### src/rtl/cmp_pkg.sv
// Shared definitions for the serial and parallel magnitude comparators.
//   cmp_state_e  : sequencer states of the bit-serial comparator.
//   rel_flags_t  : one-hot relation flags ordered {Ab, ab, aB} (GT, EQ, LT).
//   rel_of_bits  : relation between two single bits, in rel_flags_t form.
package cmp_pkg;

  typedef enum logic [0:0] {
    StIdle,
    StCmp
  } cmp_state_e;

  // Flag bit positions inside rel_flags_t.
  localparam int unsigned FlagGt = 2;  // Ab
  localparam int unsigned FlagEq = 1;  // ab
  localparam int unsigned FlagLt = 0;  // aB

  typedef logic [2:0] rel_flags_t;

  localparam rel_flags_t RelNone = 3'b000;
  localparam rel_flags_t RelGt   = 3'b100;
  localparam rel_flags_t RelEq   = 3'b010;
  localparam rel_flags_t RelLt   = 3'b001;

  // Relation of the two current MSBs; for equal bits this yields RelEq, which is
  // only committed when the last bit pair has been reached.
  function automatic rel_flags_t rel_of_bits(input logic sa, input logic sb);
    rel_flags_t rel;
    if (sa == sb) begin
      rel = RelEq;
    end else if (sa) begin
      rel = RelGt;
    end else begin
      rel = RelLt;
    end
    return rel;
  endfunction

endpackage

### src/rtl/serial_comparator_if.sv
// Request/result bundle of the bit-serial comparator.
//   start    : compare request (master -> slave), sampled only while busy=0
//   A, B     : N-bit unsigned operands, captured on the accepting edge
//   busy     : comparison in progress
//   done     : one-cycle pulse, result flags valid from this cycle
//   Ab/ab/aB : A>B / A==B / A<B result flags, held until the next accept
interface serial_comparator_if #(
  parameter int unsigned N = 4
) ();

  logic         start;
  logic [N-1:0] A;
  logic [N-1:0] B;
  logic         busy;
  logic         done;
  logic         Ab;
  logic         ab;
  logic         aB;

  modport master (
    output start, A, B,
    input  busy, done, Ab, ab, aB
  );

  modport slave (
    input  start, A, B,
    output busy, done, Ab, ab, aB
  );

endinterface

### src/rtl/piso_shift_reg.sv
// N-bit parallel-in, serial-out shift register, MSB first.
//   clk     : rising-edge clock
//   rst_n   : asynchronous active-low reset, clears the register
//   load_i  : parallel load of data_i (has priority over shift_i)
//   shift_i : shift left by one, zero fill at the LSB
//   data_i  : parallel load value
//   msb_o   : current MSB of the register
module piso_shift_reg #(
  parameter int unsigned N = 4
) (
  input  logic         clk,
  input  logic         rst_n,
  input  logic         load_i,
  input  logic         shift_i,
  input  logic [N-1:0] data_i,
  output logic         msb_o
);

  logic [N-1:0] data_q;
  logic [N-1:0] data_d;

  always_comb begin
    data_d = data_q;
    if (load_i) begin
      data_d = data_i;
    end else if (shift_i) begin
      data_d = {data_q[N-2:0], 1'b0};
    end
  end

  always_ff @(posedge clk or negedge rst_n) begin
    if (!rst_n) begin
      data_q <= '0;
    end else begin
      data_q <= data_d;
    end
  end

  assign msb_o = data_q[N-1];

endmodule

### src/rtl/serial_comparator.sv
// Bit-serial, MSB-first unsigned magnitude comparator.
// Captures A and B on an accepted start, compares one bit pair per clock and
// stops at the first differing bit (or after the LSB when equal), then pulses
// done for one cycle with the Ab/ab/aB flags valid and held.
//   clk   : rising-edge clock
//   rst_n : asynchronous active-low reset
//   bus   : request/result bundle (slave side), see serial_comparator_if
module serial_comparator
  import cmp_pkg::*;
#(
  parameter int unsigned N = 4
) (
  input  logic                 clk,
  input  logic                 rst_n,
  serial_comparator_if.slave   bus
);

  localparam int unsigned CntW = $clog2(N);

  cmp_state_e       state_q;
  logic [CntW-1:0]  cnt_q;
  logic             done_q;
  rel_flags_t       flags_q;

  logic sa;
  logic sb;
  logic accept;
  logic last_bit;
  logic finish;
  logic shift;

  assign accept   = (state_q == StIdle) && bus.start;
  assign last_bit = (cnt_q == '0);
  assign finish   = (state_q == StCmp) && ((sa != sb) || last_bit);
  // Shift only when the current bit pair did not settle the result.
  assign shift    = (state_q == StCmp) && !finish;

  piso_shift_reg #(
    .N (N)
  ) u_shift_a (
    .clk     (clk),
    .rst_n   (rst_n),
    .load_i  (accept),
    .shift_i (shift),
    .data_i  (bus.A),
    .msb_o   (sa)
  );

  piso_shift_reg #(
    .N (N)
  ) u_shift_b (
    .clk     (clk),
    .rst_n   (rst_n),
    .load_i  (accept),
    .shift_i (shift),
    .data_i  (bus.B),
    .msb_o   (sb)
  );

  always_ff @(posedge clk or negedge rst_n) begin
    if (!rst_n) begin
      state_q <= StIdle;
      cnt_q   <= '0;
      done_q  <= 1'b0;
      flags_q <= RelNone;
    end else begin
      done_q <= 1'b0;
      unique case (state_q)
        StIdle: begin
          if (bus.start) begin
            state_q <= StCmp;
            cnt_q   <= CntW'(N - 1);
            flags_q <= RelNone;
          end
        end
        StCmp: begin
          if (finish) begin
            // Differing MSBs give GT/LT; equal MSBs here means last bit, so EQ.
            flags_q <= rel_of_bits(sa, sb);
            done_q  <= 1'b1;
            state_q <= StIdle;
          end else begin
            cnt_q <= cnt_q - CntW'(1);
          end
        end
        default: begin
          state_q <= StIdle;
        end
      endcase
    end
  end

  assign bus.busy = (state_q == StCmp);
  assign bus.done = done_q;
  assign bus.Ab   = flags_q[FlagGt];
  assign bus.ab   = flags_q[FlagEq];
  assign bus.aB   = flags_q[FlagLt];

endmodule

### src/flat_wrapper.sv
// flat-port wrapper written by rule: the top's interface ports become plain ports
module serial_comparator_flat import cmp_pkg::*;
#(
  parameter int unsigned N = 4
)
  (clk, rst_n, bus_start, bus_A, bus_B, bus_busy, bus_done, bus_Ab, bus_ab, bus_aB);
  serial_comparator_if #(.N(N)) bus_i ();
  input  logic clk;
  input  logic rst_n;
  input wire logic [$bits(bus_i.start)-1:0] bus_start;
  input wire logic [$bits(bus_i.A)-1:0] bus_A;
  input wire logic [$bits(bus_i.B)-1:0] bus_B;
  output wire logic [$bits(bus_i.busy)-1:0] bus_busy;
  output wire logic [$bits(bus_i.done)-1:0] bus_done;
  output wire logic [$bits(bus_i.Ab)-1:0] bus_Ab;
  output wire logic [$bits(bus_i.ab)-1:0] bus_ab;
  output wire logic [$bits(bus_i.aB)-1:0] bus_aB;
  assign bus_i.start = bus_start;
  assign bus_i.A = bus_A;
  assign bus_i.B = bus_B;
  assign bus_busy = bus_i.busy;
  assign bus_done = bus_i.done;
  assign bus_Ab = bus_i.Ab;
  assign bus_ab = bus_i.ab;
  assign bus_aB = bus_i.aB;
  serial_comparator #(.N(N)) u_core (.clk(clk), .rst_n(rst_n), .bus(bus_i));
endmodule
### config.mk
export PLATFORM = sky130hd
export DESIGN_NAME = serial_comparator_flat
export DESIGN_NICKNAME = d
export VERILOG_FILES = /design/src/rtl/cmp_pkg.sv /design/src/rtl/serial_comparator_if.sv /design/src/rtl/piso_shift_reg.sv /design/src/rtl/serial_comparator.sv /design/src/flat_wrapper.sv
export SDC_FILE = /design/constraint.sdc
export NUM_CORES = 1
export LEC_CHECK = 0
export CAP_MARGIN = 30
export CORE_ASPECT_RATIO = 0.9
export CORE_UTILIZATION = 41
export DETAILED_ROUTE_END_ITERATION = 10
export GPL_ROUTABILITY_DRIVEN = 0
export PLACE_DENSITY_LB_ADDON = 0.1
export SYNTH_ARGS = -nofsm -noshare
export SYNTH_HDL_FRONTEND = slang
export SYNTH_HIERARCHICAL = 1
export SYNTH_SLANG_ARGS = --single-unit
export TNS_END_PERCENT = 20
### constraint.sdc
create_clock -name clk -period 3.9 [get_ports clk]
set_clock_uncertainty 0.15 [all_clocks]
set_input_delay 0.78 -clock clk [delete_from_list [all_inputs] [get_ports clk]]
set_output_delay 0.78 -clock clk [all_outputs]
set_load 0.1 [all_outputs]
Yosys cells after proc, flatten, opt, wreduce, memory -nomap -nowiden
Index checks and enable logic that the tools add are counted.
- flip-flop bits (word level): 15
- bits in read-only memories: 0
- logic and storage cells: 39
- RAM bits: 0
- latch bits: 0
- memories: 0
- output and inout bits: 5
- bitwise gates (word level): 1
- multiply operators: 0
- mux-type cells: 17
- add/subtract/negate cells: 1
- magnitude comparators: 0
- eq/ne operators: 5
- shifts and indexed selects: 0
- reduce and logical (&&, ||, !) cells: 9
- div/mod/pow operators: 0
- operators by type and width (cell ; number):
    4-bit two-way mux ; 4
    3-bit two-way mux ; 4
    2-bit != test, second input constant ; 3
    3-bit one-hot mux with 2 select lines ; 1
    1-bit two-way mux ; 4
    2-bit two-way mux ; 2
    2-bit one-hot mux with 2 select lines ; 1
    2-bit AND reduction ; 2
    1-bit logical AND ; 3
    2-bit logical NOT ; 1
    1-bit one-hot mux with 2 select lines ; 1
    2-bit nonzero test ; 1
    2-bit by 1-bit subtractor with 2-bit output, second input constant ; 1
    1-bit equality test ; 1
    1-bit logical NOT ; 1
    1-bit logical OR ; 1
    1-bit != test ; 1
    1-bit inverter ; 1

Depth between registers and ports, before layout
- depth in word-level cells: 7
- mapped depth: 5
- gate-level depth less buffers: 5

Modules after synthesis
The synthesis kept the hierarchy.
- by module, submodules not included (module ; times used ; area an instance (sq um) ; cells each):
    serial_comparator ; 1 ; 401.6 ; 36
    piso_shift_reg ; 2 ; 168.9 ; 15

Worst setup path after synthesis
OpenSTA, ideal clock, no wires.
- kind: reg2reg
- start: register u_core.state_q (netlist: u_core/bus.busy)
- end: register u_core.u_shift_a.data_q[1]
- buffers on the path: 0
- data arrival time: 1.772 ns
- stages on the path, launching flop included: 4
- path slack: 1.842 ns
- period minus slack after synthesis: 2.058 ns
- cells stage by stage: dfrtp_1 -> and3b_1 -> mux2i_1 -> o21ai_1
- word-level cells in the longest chain between the ends: 4
- ends and longest elaborated chain (item ; line ; source):
    start, declared ; serial_comparator.sv:20 ; cmp_state_e state_q;
    start signal, assigned ; serial_comparator.sv:62 ; state_q <= StIdle;
    start signal, assigned ; serial_comparator.sv:71 ; state_q <= StCmp;
    start signal, assigned ; serial_comparator.sv:81 ; state_q <= StIdle;
    1-bit logical AND ; serial_comparator.sv:34 ; assign finish = (state_q == StCmp) && ((sa != sb) || last_bit);
    1-bit logical NOT ; serial_comparator.sv:36 ; assign shift = (state_q == StCmp) && !finish;
    1-bit logical AND * ; serial_comparator.sv:36 ;
    via u_core.shift ; serial_comparator.sv:30 ; logic shift;
    2-bit nonzero test (no source line) * ; - ;
    end signal, assigned ; piso_shift_reg.sv:35 ; data_q <= data_d;
    end, declared ; piso_shift_reg.sv:19 ; logic [N-1:0] data_q;
The timed path passes the listed nets; every way through them passes the cells marked *.
A chain may end at the register's enable or synchronous reset.

Worst setup path after layout
- start: register u_core.flags_q[2]
- end: output port bus_Ab
- RTL lines (item ; line ; source):
    start, declared ; serial_comparator.sv:23 ; rel_flags_t flags_q;
    start signal, assigned ; serial_comparator.sv:65 ; flags_q <= RelNone;
    start signal, assigned ; serial_comparator.sv:73 ; flags_q <= RelNone;
    start signal, assigned ; serial_comparator.sv:79 ; flags_q <= rel_of_bits(sa, sb);
    end, declared ; flat_wrapper.sv:15 ; output wire logic [$bits(bus_i.Ab)-1:0] bus_Ab;
No word-level cell between the ends.

==> impl_metrics.env <==
export IMPL_final_cells=108
export IMPL_via_per_inst=4.917
export IMPL_sequentialPowerShare_pct=34.5
export IMPL_hold_path_class="reg -> reg"
export IMPL_clock_fmax_mhz=367.5
export IMPL_drive_gt1_share_pct=8.333
export IMPL_synth_compound_area_share_pct=13.20
export IMPL_htreeDepth=1
export IMPL_worst_slew_pin_slew_ns=0.9627
export IMPL_hp_start="u_core/u_shift_b/data_q[0]"
export IMPL_clk_pin_slew_worst_paths_ns=0.09
export IMPL_cts_tree="done"
export IMPL_syn_area_um2=739.5
export IMPL_ir_worst_vdd_mv=0.5421
export IMPL_num_antenna_cells=0
export IMPL_ys_warn_count=6
export IMPL_dp_cells=104
export IMPL_multi_input_area_um2=337.8
export IMPL_wire_per_inst_um=11.33
export IMPL_fin_area_um2=932.1
export IMPL_seq_area_um2=375.4
export IMPL_synthTopCellsByArea="dfrtp_1 (51%), mux2i_1 (8.1%), ha_1 (5.1%), o21ai_1 (4.1%), nand2_1 (3.6%)"
export IMPL_synth_top_family_by_area="simple AND/OR/NAND/NOR gates"
export IMPL_synth_mux_area_share_pct=8.122
export IMPL_initial_core_util_pct=43.97
export IMPL_first_global_vias=448
export IMPL_synth_xor_area_share_pct=0
export IMPL_status="finished clean"
export IMPL_antenna_found_initial=0
export IMPL_rsz0062_at_grt="false"
export IMPL_synthAdderAreaFrac_pct=5.076
export IMPL_cts_hold_buf=0
export IMPL_pwr_density_cell_nw_per_um2=867.1
export IMPL_critPathLaunchType="flop"
export IMPL_syn_avg_cell_area_um2=11.20
export IMPL_slowest_delay_ns=1.14
export IMPL_p_sw_share_pct=46.98
export IMPL_end_kind="primary output"
export IMPL_critPathSlowestCell="clkdlybuf4s50_1"
export IMPL_yosys_area_share_simple_pct=19.29
export IMPL_synth_seq_area_share_pct=50.76
export IMPL_syn_nets=80
export IMPL_ys_seq_elements=15
export IMPL_drc_errors=0
export IMPL_dr_pass1_iters=4
export IMPL_cp_top_family="buffers and inverters"
export IMPL_holdPathStages=1
export IMPL_core_region_area_um2=1682
export IMPL_post_cts_resized=0
export IMPL_ioPinCount=16
export IMPL_overflow=0
export IMPL_crit_chain="clkdlybuf4s50_1"
export IMPL_required_ns=2.97
export IMPL_cap_violations=0
export IMPL_die_y_um=42.29
export IMPL_grt_first_pass_wirelength_mm=2.007
export IMPL_synth_distinct_cells=25
export IMPL_fin_ws_ns=1.179
export IMPL_finalCritPeriodShare_pct=69.78
export IMPL_max_slew_margin_pct=35.62
export IMPL_rows=14
export IMPL_ant_nets=0
export IMPL_fillers=172
export IMPL_rr_startpoint="u_core/u_shift_a/data_q[3]"
export IMPL_path_depth=1
export IMPL_wl_mm=1.224
export IMPL_postCtsSetupBuffers=0
export IMPL_setup_viol=0
export IMPL_reg2reg_depth=5
export IMPL_internal_power_uw=428.6
export IMPL_startpoint="u_core/flags_q[2]"
export IMPL_fin_tns_setup_ns=0
export IMPL_clkPwrFrac_pct=10.8
export IMPL_synth_top_area_cell="dfrtp_1"
export IMPL_hold_violations=0
export IMPL_nets=99
export IMPL_fp_dieW_um=46.77
export IMPL_cp_max_fo=3
export IMPL_ctsRootBufferMaster="clkbuf_4"
export IMPL_cts_buffer_depth=2
export IMPL_clock_latency_ns=0.28
export IMPL_synth_cells=66
export IMPL_grt_usage_pct=14.36
export IMPL_synth_top_area_share_pct=50.76
export IMPL_power_leakage_nw=0.4139
export IMPL_drt_iter0_drc=15
export IMPL_via_count=531
export IMPL_fin_crit_ns=2.721
export IMPL_dpl_worst_slack_ns=1.473
export IMPL_drv_slew=0
export IMPL_switchingPower_uw=379.7
export IMPL_hpwl_um=864.7
export IMPL_post_dp_cell_area_um2=905.9
export IMPL_critPathBufInv=1
export IMPL_grt_max_degree=18
export IMPL_die_area_um2=1978
export IMPL_clkSinkCount=15
export IMPL_syn_to_final_growth_pct=26.06
export IMPL_io_buffer_count=15
export IMPL_arrival_ns=1.79
export IMPL_crit_type="reg -> out"
export IMPL_numCtsBuffers=3
export IMPL_p_comb_share_pct=54.7
cells in the final DEF (no fill, tap or decap), drive strengths merged, types with 2 or more instances in the layout:
cell type       n
dfrtp          15
nor2            4
a311o           2
nand2           7
nor3b           2
a22o            2
clkbuf          4
o21ai           6
and4b           3
ha              3
mux2i           6
clkdlybuf4s50  14
inv             4
synth_stat cells (all sizes together):
| cell type | n |
|---|---|
| dfrtp | 15 |
| nand2 | 7 |
| mux2i | 6 |
| o21ai | 6 |
| inv | 4 |
| nor2 | 4 |
| and4b | 3 |
| ha | 3 |
| a22o | 2 |
| a311o | 2 |
| nor3b | 2 |
| a211oi | 1 |
| a21oi | 1 |
| and2 | 1 |
| and2b | 1 |
| and3b | 1 |
| buf | 1 |
| nand2b | 1 |
| nand4b | 1 |
| nor2b | 1 |
| nor3 | 1 |
| o2bb2ai | 1 |
| o31a | 1 |
power groups by stage:
stage | Sequential, mW | Clock [mW] | Combinational (mW)
finish | 0.279 | 0.0872 | 0.442
global route | 0.292 | 0.0963 | 0.488
CTS | 0.280 | 0.0907 | 0.445
detailed placement | 0.283 | 0 | 0.444
global placement | 0.282 | 0 | 0.444
floorplan | 0.388 | 0 | 0.251
sequential cells by signal, summed over array words and instances, names as in the netlist:
| register | cells |
|---|---|
| u_core/u_shift_a/data_q | 4 |
| u_core/u_shift_b/data_q | 4 |
| u_core/flags_q | 3 |
| u_core/cnt_q | 2 |
| u_core/bus.busy | 1 |
| u_core/bus.done | 1 |
area by class of cell:
type	instances	area share (%)
Clock buffer	4	2.819
Timing Repair Buffer	15	15.84
Tap cell	24	3.221
Multi-Input combinational cell	46	36.24
Sequential cell	15	40.27
Inverter	4	1.611
per-layer routing:
metal	vias up	part of all wire, %	global-route usage, %
li1	273	-	-
met1	244	51	22.01
met2	12	45	18.33
met3	2	3.7	3.879
met4	0	0.74	6.857
met5	-	0	0
cell families (layout without fill, tap and decap cells):
logic type,count (synthesis),after routing
fa+ha+maj,3,3
buf+inv,5,23
compound gates,14,14
mux,6,6
flops,15,15
simple gates,23,23
path summary, 6_finish.rpt:
check | end | slack, ns
max | bus_Ab | 1.18
min | u_core/u_shift_b/data_q[0] | 0.35
max reg2reg | u_core/u_shift_b/data_q[3] | 2.04
min reg2reg | u_core/u_shift_b/data_q[0] | 0.35
max in group asynchronous | u_core/u_shift_a/data_q[0] | 2.40
min in group asynchronous | u_core/bus.done | 0.76
per-stage QoR:
stage / utilization [%] / total power, mW / hold WS, ns
floorplan: - / 0.6389 / 0.3127
global placement: 53.87 / 0.7254 / 0.3336
detailed placement: 53.87 / 0.7270 / 0.3357
CTS: 55.43 / 0.8157 / 0.3614
global route: 55.43 / 0.8754 / 0.3937
finish: 55.43 / 0.8083 / 0.3548
worst reg2reg max path, cell delays in order (launching register included):
cell and delay, ns:
dfrtp_1 0.38, inv_1 0.05, ha_1 0.38, and3b_1 0.46
mux2i_1 0.24, o21ai_1 0.07
Note: power is estimated with default switching activity, not from simulation.
